File: src/rtl/key_event.sv
// key_event: debounced key level to press/release/long/repeat pulses.
// Define KEY_EVENT_REPEAT_EN to enable auto-repeat pulses in LONG.
module key_event #(
  parameter int LONG_CYC = 50_000_000,
  parameter int REP_CYC  = 10_000_000,
  parameter int CNT_W    = 26
) (
  input  logic clock,
  input  logic reset_n,
  input  logic key_in,
  input  logic enable,
  output logic press,
  output logic release_ev,
  output logic long_press,
  output logic repeat_ev,
  output logic held
);

  typedef enum logic [1:0] {
    IDLE = 2'd0,
    HELD = 2'd1,
    LONG = 2'd2
  } state_t;

  localparam logic [CNT_W-1:0] LONG_TC =
    CNT_W'(LONG_CYC - 1);

`ifdef KEY_EVENT_REPEAT_EN
  localparam logic [CNT_W-1:0] REP_TC =
    CNT_W'(REP_CYC - 1);
`endif

  localparam longint CNT_MAX =
    (longint'(1) << CNT_W) - 1;

  localparam bit CFG_OK =
    (LONG_CYC >= 2) &&
    (REP_CYC >= 2) &&
    (longint'(LONG_CYC) <= CNT_MAX) &&
    (longint'(REP_CYC) <= CNT_MAX);

  state_t           state_q;
  state_t           state_d;
  logic [CNT_W-1:0] cnt_q;
  logic [CNT_W-1:0] cnt_d;
  logic             key_q;
  logic             key_d;
  logic             press_q;
  logic             press_d;
  logic             release_q;
  logic             release_d;
  logic             long_q;
  logic             long_d;
  logic             repeat_q;
  logic             repeat_d;
  logic             held_q;
  logic             held_d;
  logic             rise;

  assign rise = key_in & ~key_q;

  // key history tracks the input regardless of enable
  always_comb begin
    key_d = key_in;
  end

  // next state, counter and one-hot event pulses
  always_comb begin
    state_d   = state_q;
    cnt_d     = cnt_q;
    press_d   = 1'b0;
    release_d = 1'b0;
    long_d    = 1'b0;
    repeat_d  = 1'b0;

    if (!enable) begin
      state_d = IDLE;
      cnt_d   = '0;
    end else begin
      unique case (state_q)
        IDLE: begin
          if (rise) begin
            state_d = HELD;
            press_d = 1'b1;
            cnt_d   = '0;
          end
        end
        HELD: begin
          if (!key_in) begin
            state_d   = IDLE;
            release_d = 1'b1;
            cnt_d     = '0;
          end else if (cnt_q == LONG_TC) begin
            state_d = LONG;
            long_d  = 1'b1;
            cnt_d   = '0;
          end else begin
            cnt_d = cnt_q + CNT_W'(1);
          end
        end
        LONG: begin
          if (!key_in) begin
            state_d   = IDLE;
            release_d = 1'b1;
            cnt_d     = '0;
`ifdef KEY_EVENT_REPEAT_EN
          end else if (cnt_q == REP_TC) begin
            repeat_d = 1'b1;
            cnt_d    = '0;
          end else begin
            cnt_d = cnt_q + CNT_W'(1);
          end
`else
          end else begin
            cnt_d = '0;
          end
`endif
        end
        default: begin
          state_d = IDLE;
          cnt_d   = '0;
        end
      endcase
    end

    held_d = (state_d != IDLE);
  end

  // state, counter and registered outputs
  always_ff @(posedge clock or negedge reset_n) begin
    if (!reset_n) begin
      state_q   <= IDLE;
      cnt_q     <= '0;
      key_q     <= 1'b0;
      press_q   <= 1'b0;
      release_q <= 1'b0;
      long_q    <= 1'b0;
      repeat_q  <= 1'b0;
      held_q    <= 1'b0;
    end else begin
      state_q   <= state_d;
      cnt_q     <= cnt_d;
      key_q     <= key_d;
      press_q   <= press_d;
      release_q <= release_d;
      long_q    <= long_d;
      repeat_q  <= repeat_d;
      held_q    <= held_d;
    end
  end

  assign press      = press_q;
  assign release_ev = release_q;
  assign long_press = long_q;
  assign repeat_ev  = repeat_q;
  assign held       = held_q;

  // parameter legality and event exclusivity
  a_cfg: assert property (
    @(posedge clock) CFG_OK
  );

  a_onehot: assert property (
    @(posedge clock) disable iff (!reset_n)
    $onehot0({press_q, release_q, long_q, repeat_q})
  );

endmodule

File: config.mk
export PLATFORM = sky130hd
export DESIGN_NAME = key_event
export DESIGN_NICKNAME = d
export VERILOG_FILES = /design/src/rtl/key_event.sv
export SDC_FILE = /design/constraint.sdc
export NUM_CORES = 1
export LEC_CHECK = 0
export BUFFER_PORTS_ARGS = -buffer_cell sky130_fd_sc_hd__clkbuf_2
export CAP_MARGIN = 20
export CORE_ASPECT_RATIO = 1.1
export CORE_MARGIN = 4
export CORE_UTILIZATION = 40
export CTS_BUF_LIST = sky130_fd_sc_hd__clkbuf_4 sky130_fd_sc_hd__clkbuf_8
export DETAILED_ROUTE_END_ITERATION = 7
export GPL_TIMING_DRIVEN = 1
export PLACE_DENSITY = 0.61
export SLEW_MARGIN = 20
export SYNTH_ARGS = -nofsm -noshare
export SYNTH_HDL_FRONTEND = slang
export SYNTH_SLANG_ARGS = --single-unit
File: constraint.sdc
create_clock -name clock -period 2.5 [get_ports clock]
set_input_delay 0.625 -clock clock [delete_from_list [all_inputs] [get_ports clock]]
set_output_delay 0.625 -clock clock [all_outputs]
set_load 0.01 [all_outputs]
After elaboration in Yosys (flattened, before gate mapping)
Cells that the tools add are included.
{ "op_classes": {"n_mux": 21, "bitwise_logic": 2, "addsub": 1, "reduce_logical": 3, "n_eq_ne": 4} }
{ "op_table": {"columns": ["op", "count"], "rows": [
  ["two-way mux 26 bit", 4],
  ["case mux 26 bit (2 select lines)", 1],
  ["adder 26 x 1 -> 26 bit (second input constant)", 1],
  ["equality test 26 bit (second input constant)", 1],
  ["two-way mux 1 bit", 10],
  ["two-way mux 2 bit", 5],
  ["case mux 2 bit (3 select lines)", 1],
  ["!= test 3 bit (second input constant)", 1],
  ["equality test 2 x 1 -> 1 bit (second input constant)", 1],
  ["equality test 2 bit (second input constant)", 1],
  ["logical NOT 2 bit", 1],
  ["nonzero test 2 bit", 1],
  ["OR reduction 2 bit", 1],
  ["bitwise AND 1 bit", 1],
  ["inverter 1 bit", 1]
]} }
{ "word_totals": {"inputBits": 4, "ff_bits": 33, "output_inout_bits": 5} }

Depth between registers and ports, before layout
Gate-level depths: netlist (run 1).
{ "logic_depth": {"word_depth": 6, "depth_mapped": 7, "ltp_nobuf": 7} }

Worst setup path after synthesis (run 1)
Ideal clock, no wire load.
{ "synth_path": {"path_kind": "register to register", "start": "reg cnt_q[6]", "end": "reg cnt_q[22]", "setup_time_ns": 0.076, "path_stages_with_launch": 7, "synth_period_minus_slack_ns": 1.996, "path_buffers": 1, "path_slack_ns": 0.504, "t_arrival_ns": 1.920, "required_ns": 2.424, "path_cell_list": "dfrtp_1 nand4_2 or3_1 buf_6 or4_4 or3_1 o21ai_1"} }
{ "synth_via": {"elab_chain_len": 5} }
{ "synth_rtl": {"columns": ["item", "line_no", "text"], "rows": [
  ["start: declaration", "44", "logic [CNT_W-1:0] cnt_q;"],
  ["start signal: assignment", "142", "cnt_q <= cnt_d;"],
  ["adder 26 x 1 -> 26 bit / equality test 26 bit (equally long branches)", "98, 93", null],
  ["two-way mux 26 bit (*)", "93", "end else if (cnt_q == LONG_TC) begin"],
  ["two-way mux 26 bit (*)", "89", "if (!key_in) begin"],
  ["case mux 26 bit (2 select lines) (*)", "80", "unique case (state_q)"],
  ["two-way mux 26 bit (*)", "76", "if (!enable) begin"]
]} }
Every way passes the cells marked *; elsewhere a longest branch is shown, timed or not.
A chain may end at the register's enable or synchronous reset.

Worst setup path in the final report (run 1)
Same ends and word-level chain as after synthesis.

==> results of run 1 <==
## final cells by class
cell class	instances	area share
Clock buffer	5	0.0343
Clock inverter	2	0.0175
Inverter	5	0.00936
Multi-Input combinational cell	149	0.462
Sequential cell	33	0.412
Tap cell	54	0.0337
Timing Repair Buffer	9	0.0312
## placed cells by master (no fill, tap or decap), types with 6 or more instances in the layout
cell and count:
nor2_1 32, nor3_1 6, nand3_1 13, xor2_1 7
xnor2_1 12, o21ai_0 6, nand2_1 16, nand4_1 7
dfrtp_1 33, clkbuf_2 7
## synthesized netlist by cell type (all sizes together), types with 2 or more instances
library cell / count / area [um2]
o21ai: 7 / 35.0
nand2: 16 / 60.1
nand2b: 2 / 12.5
xnor2: 12 / 105
buf: 3 / 23.8
ha: 5 / 62.6
inv: 5 / 18.8
nor3: 6 / 30.0
nor4: 5 / 31.3
or4: 3 / 26.3
nand3: 13 / 65.1
nand4: 9 / 68.8
o21a: 2 / 15.0
a21oi: 2 / 10.0
dfrtp: 33 / 826
nor2: 32 / 120
nor2b: 2 / 12.5
or3: 4 / 25.0
and4: 4 / 37.5
xor2: 7 / 61.3
## flip-flops by register name, indices dropped and copies added (netlist names)
name,flops
state_q,2
long_press,1
press,1
held,1
release_ev,1
cnt_q,26
key_q,1
## through the flow
| step | area [um2] | power, mW | setup WS, ns | util |
|---|---|---|---|---|
| after floorplan | 1800 | 0.574 | 0.504 | - |
| after global placement | 1900 | 0.602 | 0.312 | 0.440 |
| after detailed placement | 1900 | 0.601 | 0.300 | 0.440 |
| after CTS | 2000 | 1.08 | 0.283 | 0.464 |
| after global routing | 2000 | 1.11 | 0.121 | 0.464 |
| final | 2000 | 1.07 | 0.279 | 0.464 |
## worst max-delay path: cells and delay by family, from the launching register on
family / cells / cell delay (ns)
AOI/OAI and AO/OA: 1 / 0.07
DFF: 1 / 0.47
and+or+nand+nor: 4 / 1.62
## report_power, final
part,internal (mW),switching (mW),total (mW)
Combinational,0.0144,0.0375,0.0519
Sequential,0.537,0.00184,0.539
Clock,0.289,0.185,0.475
Total,0.840,0.225,1.07
## kinds of logic after synthesis
| family | share of synthesized area |
|---|---|
| AO/OA/AOI/OAI | 0.0856 |
| XOR/XNOR | 0.0926 |
| adder cells (fa/ha/maj) | 0.0348 |
| buffers and inverters | 0.0257 |
| flip-flops | 0.459 |
| other | 0.00209 |
| AND/OR/NAND/NOR | 0.300 |
## metal layers
layer | routed length [um] | vias up
li1 | - | 704
met1 | 1830 | 713
met3 | 213 | 9
met5 | 0 | -
met4 | 76 | 0
met2 | 1790 | 36
## final timing paths
path	from	to
worst max-delay path	cnt_q[6]	cnt_q[22]
worst min-delay path	reset_n	cnt_q[2]
worst max register to register	cnt_q[6]	cnt_q[22]
worst min register to register	cnt_q[25]	cnt_q[25]
max in group asynchronous	reset_n	cnt_q[19]
min in group clock	key_in	key_q
==> reports/results.ini, run 1 <==
[cts]
root_buffer = clkbuf_8
cts_buffers = 5
cts-resized-gates = 0
cts_sinks = 33
h-tree-depth = 2
clk-insertion-delay-late_ns = 0.28
holdBufCountCts = 0
clk_pin_slew_ns = 0.07
cts_setup_buffers = 0
cts_buffer_depth = 2
cts_tree = done

[cells_and_area]
num-fill-cells = 449
area_delta_synth_final_pct = 11.5
drive_above_1_share = 0.108
final_cells = 257
multi_input_area_um2 = 926
area.sequential_um2 = 826
antennaDiodeCount = 0
nNetsFinal = 212

[sta]
worst_slew_margin_rel = 0.452
fin_crit_ns = 2.22
max_freq_mhz = 450
clock-skew-final_ns = 0.00796
final-hold-violation-count = 0
timing.final.crit_share = 0.888
rsz0062_at_grt = no
drv_slew = 0
worst_slew_pin_slew_ns = 0.823
timing.hold.ws_ns = 0.422
finalSetupViolCount = 0
totalNegativeSetupSlack_ns = 0

[global_route]
grt_pass1_vias = 1409
track_usage = 0.157
grt_pass1_wl_um = 6950
met1_usage = 0.216
grt.busiest_layer = met2
grt_max_degree = 34
globalRouteOverflowTotal = 0
use_met3 = 0.0397
grt_use_met2 = 0.237
antenna_found_initial = 0

[worst_setup_path]
crit_type = reg2reg
critPathMaxStageDelay_ns = 0.55
crit_chain = nand4_2, or3_1, or4_4, or3_1, o21ai_1
worstPathArrival_ns = 2.43
worst_r2r_path_depth = 5
rrSetupSlack_ns = 0.28
crit_path_start_kind = flop
end_kind = flop
cpMostUsedCell = or3_1
crit_fanout = 8
critPathRequiredTime_ns = 2.71
cp_slowest_cell = or3_1

[route]
viasPerCell = 5.69
ant_nets = 0
drtPass1Iterations = 4
drt_iter0_drc = 99
wl_per_cell_um = 15.2
num_vias = 1462
wl_um = 3910
drc_errors = 0

[power]
p_leak_nw = 0.826
ir_drop_mv = 0.242
power.density_nw_per_um2 = 531

[yosys]
synth.avg_cell_area_um2 = 9.41
async_flop_share = 1.00
synthCells = 191
synth_fp_nets = 200
netlist_area_um2 = 1800
synth_ff_type = dfrtp_1
yosys_warnings = 0
ys_types = 45
yosysSeqAreaShare = 0.459
ys_ff_latch = 33
synth_edf_count = 0

[place]
dp_hpwl_um = 2790
placed_cells = 250
portBuffers = 7
place_congestion = 0.853

[status]
status = complete, no violations

[floorplan]
coreArea_um2 = 4320
initial_utilization = 0.417
ioPinCount = 9
die_x_um = 71.9
dieArea_um2 = 5630
rows = 25
die_h_um = 78.3

[flow_run]
cap_viol_max_count = 0

[worst_hold_path]
hold_path.class = in2async

No activity file was read; power rests on OpenSTA's default activity.
==> run 2, diff against run 1 <==
--- a/config.mk
+++ b/config.mk
@@ -8,7 +8,6 @@
 export BUFFER_PORTS_ARGS = -buffer_cell sky130_fd_sc_hd__clkbuf_2
 export CAP_MARGIN = 20
 export CORE_ASPECT_RATIO = 1.1
-export CORE_MARGIN = 4
 export CORE_UTILIZATION = 40
 export CTS_BUF_LIST = sky130_fd_sc_hd__clkbuf_4 sky130_fd_sc_hd__clkbuf_8
 export DETAILED_ROUTE_END_ITERATION = 7
==> reports/results.ini, run 2 (synthesis results as in run 1) <==
[status]
status = complete, no violations  ; unchanged

[power]
power_mw = 1.00  ; was 1.07 mW
ir_drop_mv = 0.352  ; was 0.242 mV
pwr-share-comb = 0.051  ; was 0.049
p_leak_nw = 0.822  ; was 0.826 nW
p_sw_mw = 0.220  ; was 0.225 mW
power.density_nw_per_um2 = 503  ; was 531 nW/um2
seqPwrFrac = 0.538  ; was 0.506
switching_share = 0.220  ; was 0.211
p_int_mw = 0.781  ; was 0.840 mW
clkPwrFrac = 0.411  ; was 0.446

[route]
drt_iter0_drc = 102  ; was 99
drtPass1Iterations = 4  ; unchanged
ant_nets = 0  ; unchanged
num_vias = 1398  ; was 1,462
wl_per_cell_um = 14.8  ; was 15.2 um
drc_errors = 0  ; unchanged
wl_um = 3820  ; was 3910 um
viasPerCell = 5.42  ; was 5.69

[cells_and_area]
nNetsFinal = 212  ; unchanged
largest_register_ffs = 26  ; unchanged
top_register = cnt_q  ; unchanged
area_delta_synth_final_pct = 10.8  ; was 11.5%
top_regs = cnt_q x26, state_q x2  ; unchanged
num-fill-cells = 431  ; was 449
final_cells = 258  ; was 257
drive_above_1_share = 0.113  ; was 0.108
antennaDiodeCount = 0  ; unchanged
final_common_cell = dfrtp_1  ; unchanged
final_cell_mix = dfrtp_1, nor2_1, nand2_1  ; unchanged

[global_route]
track_usage = 0.188  ; was 0.157
grt_max_degree = 34  ; unchanged
grt_pass1_wl_um = 6600  ; was 6950 um
globalRouteOverflowTotal = 0  ; unchanged
grt_pass1_vias = 1375  ; was 1,409
antenna_found_initial = 0  ; unchanged

[sta]
drv_slew = 0  ; unchanged
final-hold-violation-count = 0  ; unchanged
clock-skew-final_ns = 0.00357  ; was 0.00796 ns
fin_crit_ns = 2.19  ; was 2.22 ns
finalSetupViolCount = 0  ; unchanged
totalNegativeSetupSlack_ns = 0  ; unchanged
rsz0062_at_grt = no  ; unchanged
worst_slew_margin_rel = 0.452  ; about the same
worst_slew_pin_slew_ns = 0.821  ; was 0.823 ns
max_freq_mhz = 457  ; was 450 MHz
timing.final.crit_share = 0.876  ; was 0.888

[worst_hold_path]
hold_path.class = in2async  ; unchanged

[worst_setup_path]
worstPathArrival_ns = 2.40  ; was 2.43 ns
crit_type = reg2reg  ; unchanged
critPathRequiredTime_ns = 2.72  ; was 2.71 ns
end_kind = flop  ; unchanged
crit_fanout = 8  ; unchanged
crit_path_start_kind = flop  ; unchanged

[floorplan]
ioPinCount = 9  ; unchanged
die_h_um = 72.3  ; was 78.3 um
initial_utilization = 0.417  ; unchanged
dieArea_um2 = 4770  ; was 5630 um2
rows = 25  ; unchanged
die_x_um = 65.9  ; was 71.9 um
coreArea_um2 = 4320  ; unchanged

[cts]
cts_tree = done  ; unchanged
clk_pin_slew_ns = 0.06  ; was 0.07 ns
cts_setup_buffers = 0  ; unchanged
h-tree-depth = 2  ; unchanged
root_buffer = clkbuf_8  ; unchanged
cts_sinks = 33  ; unchanged
cts_buffer_depth = 2  ; unchanged
holdBufCountCts = 0  ; unchanged
clk-insertion-delay-late_ns = 0.29  ; was 0.28 ns
cts-resized-gates = 0  ; unchanged
cts_buffers = 5  ; unchanged

[place]
place_congestion = 0.859  ; was 0.853
placed_cells = 250  ; unchanged
portBuffers = 7  ; unchanged
dp_hpwl_um = 2760  ; was 2790 um

[flow_run]
cap_viol_max_count = 0  ; unchanged

[run 2: power by group through the flow]
stage,logic [mW],clock network [mW],registers [mW]
6_report,0.0508,0.412,0.539
3_5_place_dp,0.0521,0,0.549
3_3_place_gp,0.0527,0,0.548
2_1_floorplan,0.0248,0,0.549
4_1_cts,0.0524,0.428,0.539
5_1_grt,0.0583,0.448,0.539
[run 2: stage by stage]
stage	util	hold slack, ns	instance area (um2)	setup slack (ns)
floorplan	-	0.329	1800	0.504
global placement	0.440	0.556	1900	0.327
detailed placement	0.440	0.556	1900	0.323
CTS	0.461	0.463	1990	0.312
global route	0.461	0.496	1990	0.184
finish	0.461	0.423	1990	0.311
[run 2: final cells by class]
type	count	area (um2)	share of cell area
timing repair buffer	9	62.6	0.0314
tap	54	67.6	0.0339
sequential	33	826	0.415
multi-input combinational	149	926	0.465
inverter	5	18.8	0.00942
clock buffer	8	91.3	0.0459
[run 2: metal layers]
layer,vias up,global-route usage,routed length (um)
li1,702,-,-
met1,670,0.254,1930
met2,20,0.280,1700
met3,6,0.0566,119
met4,0,0.0797,65
met5,-,0,0
[run 2: worst max-delay path, stage by stage, from the launching register on]
cell and delay [ns]:
dfrtp_1 0.46, nand4_2 0.22, or3_1 0.52, or4_4 0.53, or3_1 0.31, o21ai_1 0.07
[run 2: path summary, 6_finish.rpt]
check                          start         to  slack (ns)  cells past startpoint
max reg2reg                 cnt_q[6]  cnt_q[22]        0.31                      5
max in group asynchronous    reset_n  cnt_q[19]        1.56                      1
max                         cnt_q[6]  cnt_q[22]        0.31                      5
min                          reset_n   cnt_q[4]        0.42                      1
min in group clock            key_in      key_q        0.53                      1
min reg2reg                cnt_q[22]  cnt_q[22]        0.57                      2
==> run 3, diff against run 2 <==
==> constraint.sdc (replaced) <==
create_clock -name clock -period 2.3 [get_ports clock]
set_input_delay 0.575 -clock clock [delete_from_list [all_inputs] [get_ports clock]]
set_output_delay 0.575 -clock clock [all_outputs]
set_load 0.01 [all_outputs]
==> reports/results.ini, run 3 (synthesis results as in run 1) <==
[status]
status = complete, no violations  ; unchanged

[worst_setup_path]
worst_r2r_path_depth = 5  ; unchanged
worstPathArrival_ns = 2.28  ; was 2.40 ns
crit_chain = ha_1, nand4_2, or4_1, and3_1, a211o_1  ; was nand4_2, or3_1, or4_4, or3_1, o21ai_1
critPathMaxStageDelay_ns = 0.58  ; was 0.53 ns
crit_type = reg2reg  ; unchanged
cp-startpoint = cnt_q[1]  ; was cnt_q[6]
crit_path_start_kind = flop  ; unchanged
end_kind = flop  ; unchanged
critPathRequiredTime_ns = 2.48  ; was 2.72 ns
crit_fanout = 6  ; was 8
worstReg2RegStart = cnt_q[1]  ; was cnt_q[6]
cp_slowest_cell = or4_1  ; was or4_4
rrSetupSlack_ns = 0.20  ; was 0.31 ns
crit_family = simple AND/OR/NAND/NOR gates  ; unchanged
cp_num_buf_inv = 0  ; unchanged
regToRegEndpoint = cnt_q[24]  ; was cnt_q[22]
worst-path-stages = 5  ; unchanged

[cts]
clk-insertion-delay-late_ns = 0.29  ; about the same
cts-resized-gates = 0  ; unchanged
cts_buffers = 5  ; unchanged
cts_tree = done  ; unchanged
clk_pin_slew_ns = 0.07  ; was 0.06 ns
cts_sinks = 33  ; unchanged
root_buffer = clkbuf_8  ; unchanged
h-tree-depth = 2  ; unchanged
cts_setup_buffers = 0  ; unchanged
cts_buffer_depth = 2  ; unchanged
holdBufCountCts = 0  ; unchanged

[cells_and_area]
final_cells = 261  ; was 258
final_cell_mix = dfrtp_1, nor2_1, nand2_1  ; unchanged
area_delta_synth_final_pct = 12.6  ; was 10.8%
final_common_cell = dfrtp_1  ; unchanged
largest_register_ffs = 26  ; unchanged
top_regs = cnt_q x26, state_q x2  ; unchanged
antennaDiodeCount = 0  ; unchanged
drive_above_1_share = 0.126  ; was 0.113
top_register = cnt_q  ; unchanged
nNetsFinal = 215  ; was 212

[place]
post-place-ws_ns = 0.214  ; was 0.323 ns
dp_hpwl_um = 2710  ; was 2760 um
placed_cells = 253  ; was 250
place_congestion = 0.864  ; was 0.859
portBuffers = 7  ; unchanged

[sta]
finalSetupViolCount = 0  ; unchanged
timing.hold.ws_ns = 0.362  ; was 0.423 ns
worst_slew_margin_rel = 0.462  ; was 0.452
totalNegativeSetupSlack_ns = 0  ; unchanged
clock-skew-final_ns = 0.00733  ; was 0.00357 ns
fin_crit_ns = 2.10  ; was 2.19 ns
fin_ws_ns = 0.202  ; was 0.311 ns
drv_slew = 0  ; unchanged
worst_slew_pin_slew_ns = 0.807  ; was 0.821 ns
final-hold-violation-count = 0  ; unchanged
max_freq_mhz = 477  ; was 457 MHz
timing.final.crit_share = 0.912  ; was 0.876
rsz0062_at_grt = no  ; unchanged

[route]
drt_iter0_drc = 44  ; was 102
num_vias = 1429  ; was 1,398
wl_met3_um = 131  ; was 119 um
ant_nets = 0  ; unchanged
m1WireLength_um = 1860  ; was 1930 um
wl_um = 3770  ; was 3820 um
drtPass1Iterations = 4  ; unchanged
wl_per_cell_um = 14.5  ; was 14.8 um
top_layer = met4  ; unchanged
drc_errors = 0  ; unchanged
wl_met2_um = 1650  ; was 1700 um
viasPerCell = 5.48  ; was 5.42

[global_route]
grt_pass1_wl_um = 6500  ; was 6600 um
globalRouteOverflowTotal = 0  ; unchanged
track_usage = 0.184  ; was 0.188
grt_max_degree = 34  ; unchanged
grt_pass1_vias = 1387  ; was 1,375
antenna_found_initial = 0  ; unchanged

[floorplan]
coreArea_um2 = 4320  ; unchanged
die_h_um = 72.3  ; unchanged
dieArea_um2 = 4770  ; unchanged
ioPinCount = 9  ; unchanged
initial_utilization = 0.417  ; unchanged
die_x_um = 65.9  ; unchanged
rows = 25  ; unchanged

[power]
p_sw_mw = 0.256  ; was 0.220 mW
power.density_nw_per_um2 = 556  ; was 503 nW/um2
clkPwrFrac = 0.429  ; was 0.411
seqPwrFrac = 0.520  ; was 0.538
p_leak_nw = 0.839  ; was 0.822 nW
switching_share = 0.227  ; was 0.220
ir_drop_mv = 0.285  ; was 0.352 mV
p_int_mw = 0.870  ; was 0.781 mW
pwr-share-comb = 0.051  ; about the same

[flow_run]
cap_viol_max_count = 0  ; unchanged

[worst_hold_path]
hold_path.class = in2async  ; unchanged

run 3: per-layer routing:
metal / vias to the layer above / global-route usage
li1: 710 / -
met2: 33 / 0.253
met1: 674 / 0.262
met5: - / 0
met3: 12 / 0.0393
met4: 0 / 0.116
run 3: worst max path at each step:
stage / endpoint / slack (ns)
after floorplan: cnt_q[22] / 0.30
after global routing: cnt_q[20] / 0.07
after CTS: cnt_q[24] / 0.21
after detailed placement: cnt_q[24] / 0.21
final: cnt_q[24] / 0.20
after global placement: cnt_q[24] / 0.20
run 3: layout make-up:
type                            count  area (um2)
Multi-Input combinational cell    149         926
Fill cell                         428        2290
Tap cell                           54        67.6
Clock buffer                        7        96.3
Inverter                            5        18.8
Clock inverter                      1        5.00
Timing Repair Buffer               12        85.1
Sequential cell                    33         826
run 3: worst register-to-register path, stage by stage, from the launching register on:
cell     delay, ns
dfrtp_1       0.47
ha_1          0.31
nand4_2       0.19
or4_1         0.58
and3_1        0.20
a211o_1       0.25
run 3: through the flow:
step | utilization | cell area, um2 | total power [mW]
after floorplan | - | 1800 | 0.624
after global placement | 0.446 | 1920 | 0.655
after detailed placement | 0.446 | 1920 | 0.655
after CTS | 0.469 | 2020 | 1.14
after global routing | 0.469 | 2020 | 1.16
final | 0.469 | 2020 | 1.13
run 3: power groups by stage:
stage	sequential (mW)	clock, mW	combinational [mW]
after floorplan	0.597	0	0.0270
after global placement	0.596	0	0.0587
after detailed placement	0.596	0	0.0581
after CTS	0.585	0.500	0.0586
after global routing	0.585	0.513	0.0647
final	0.585	0.483	0.0577
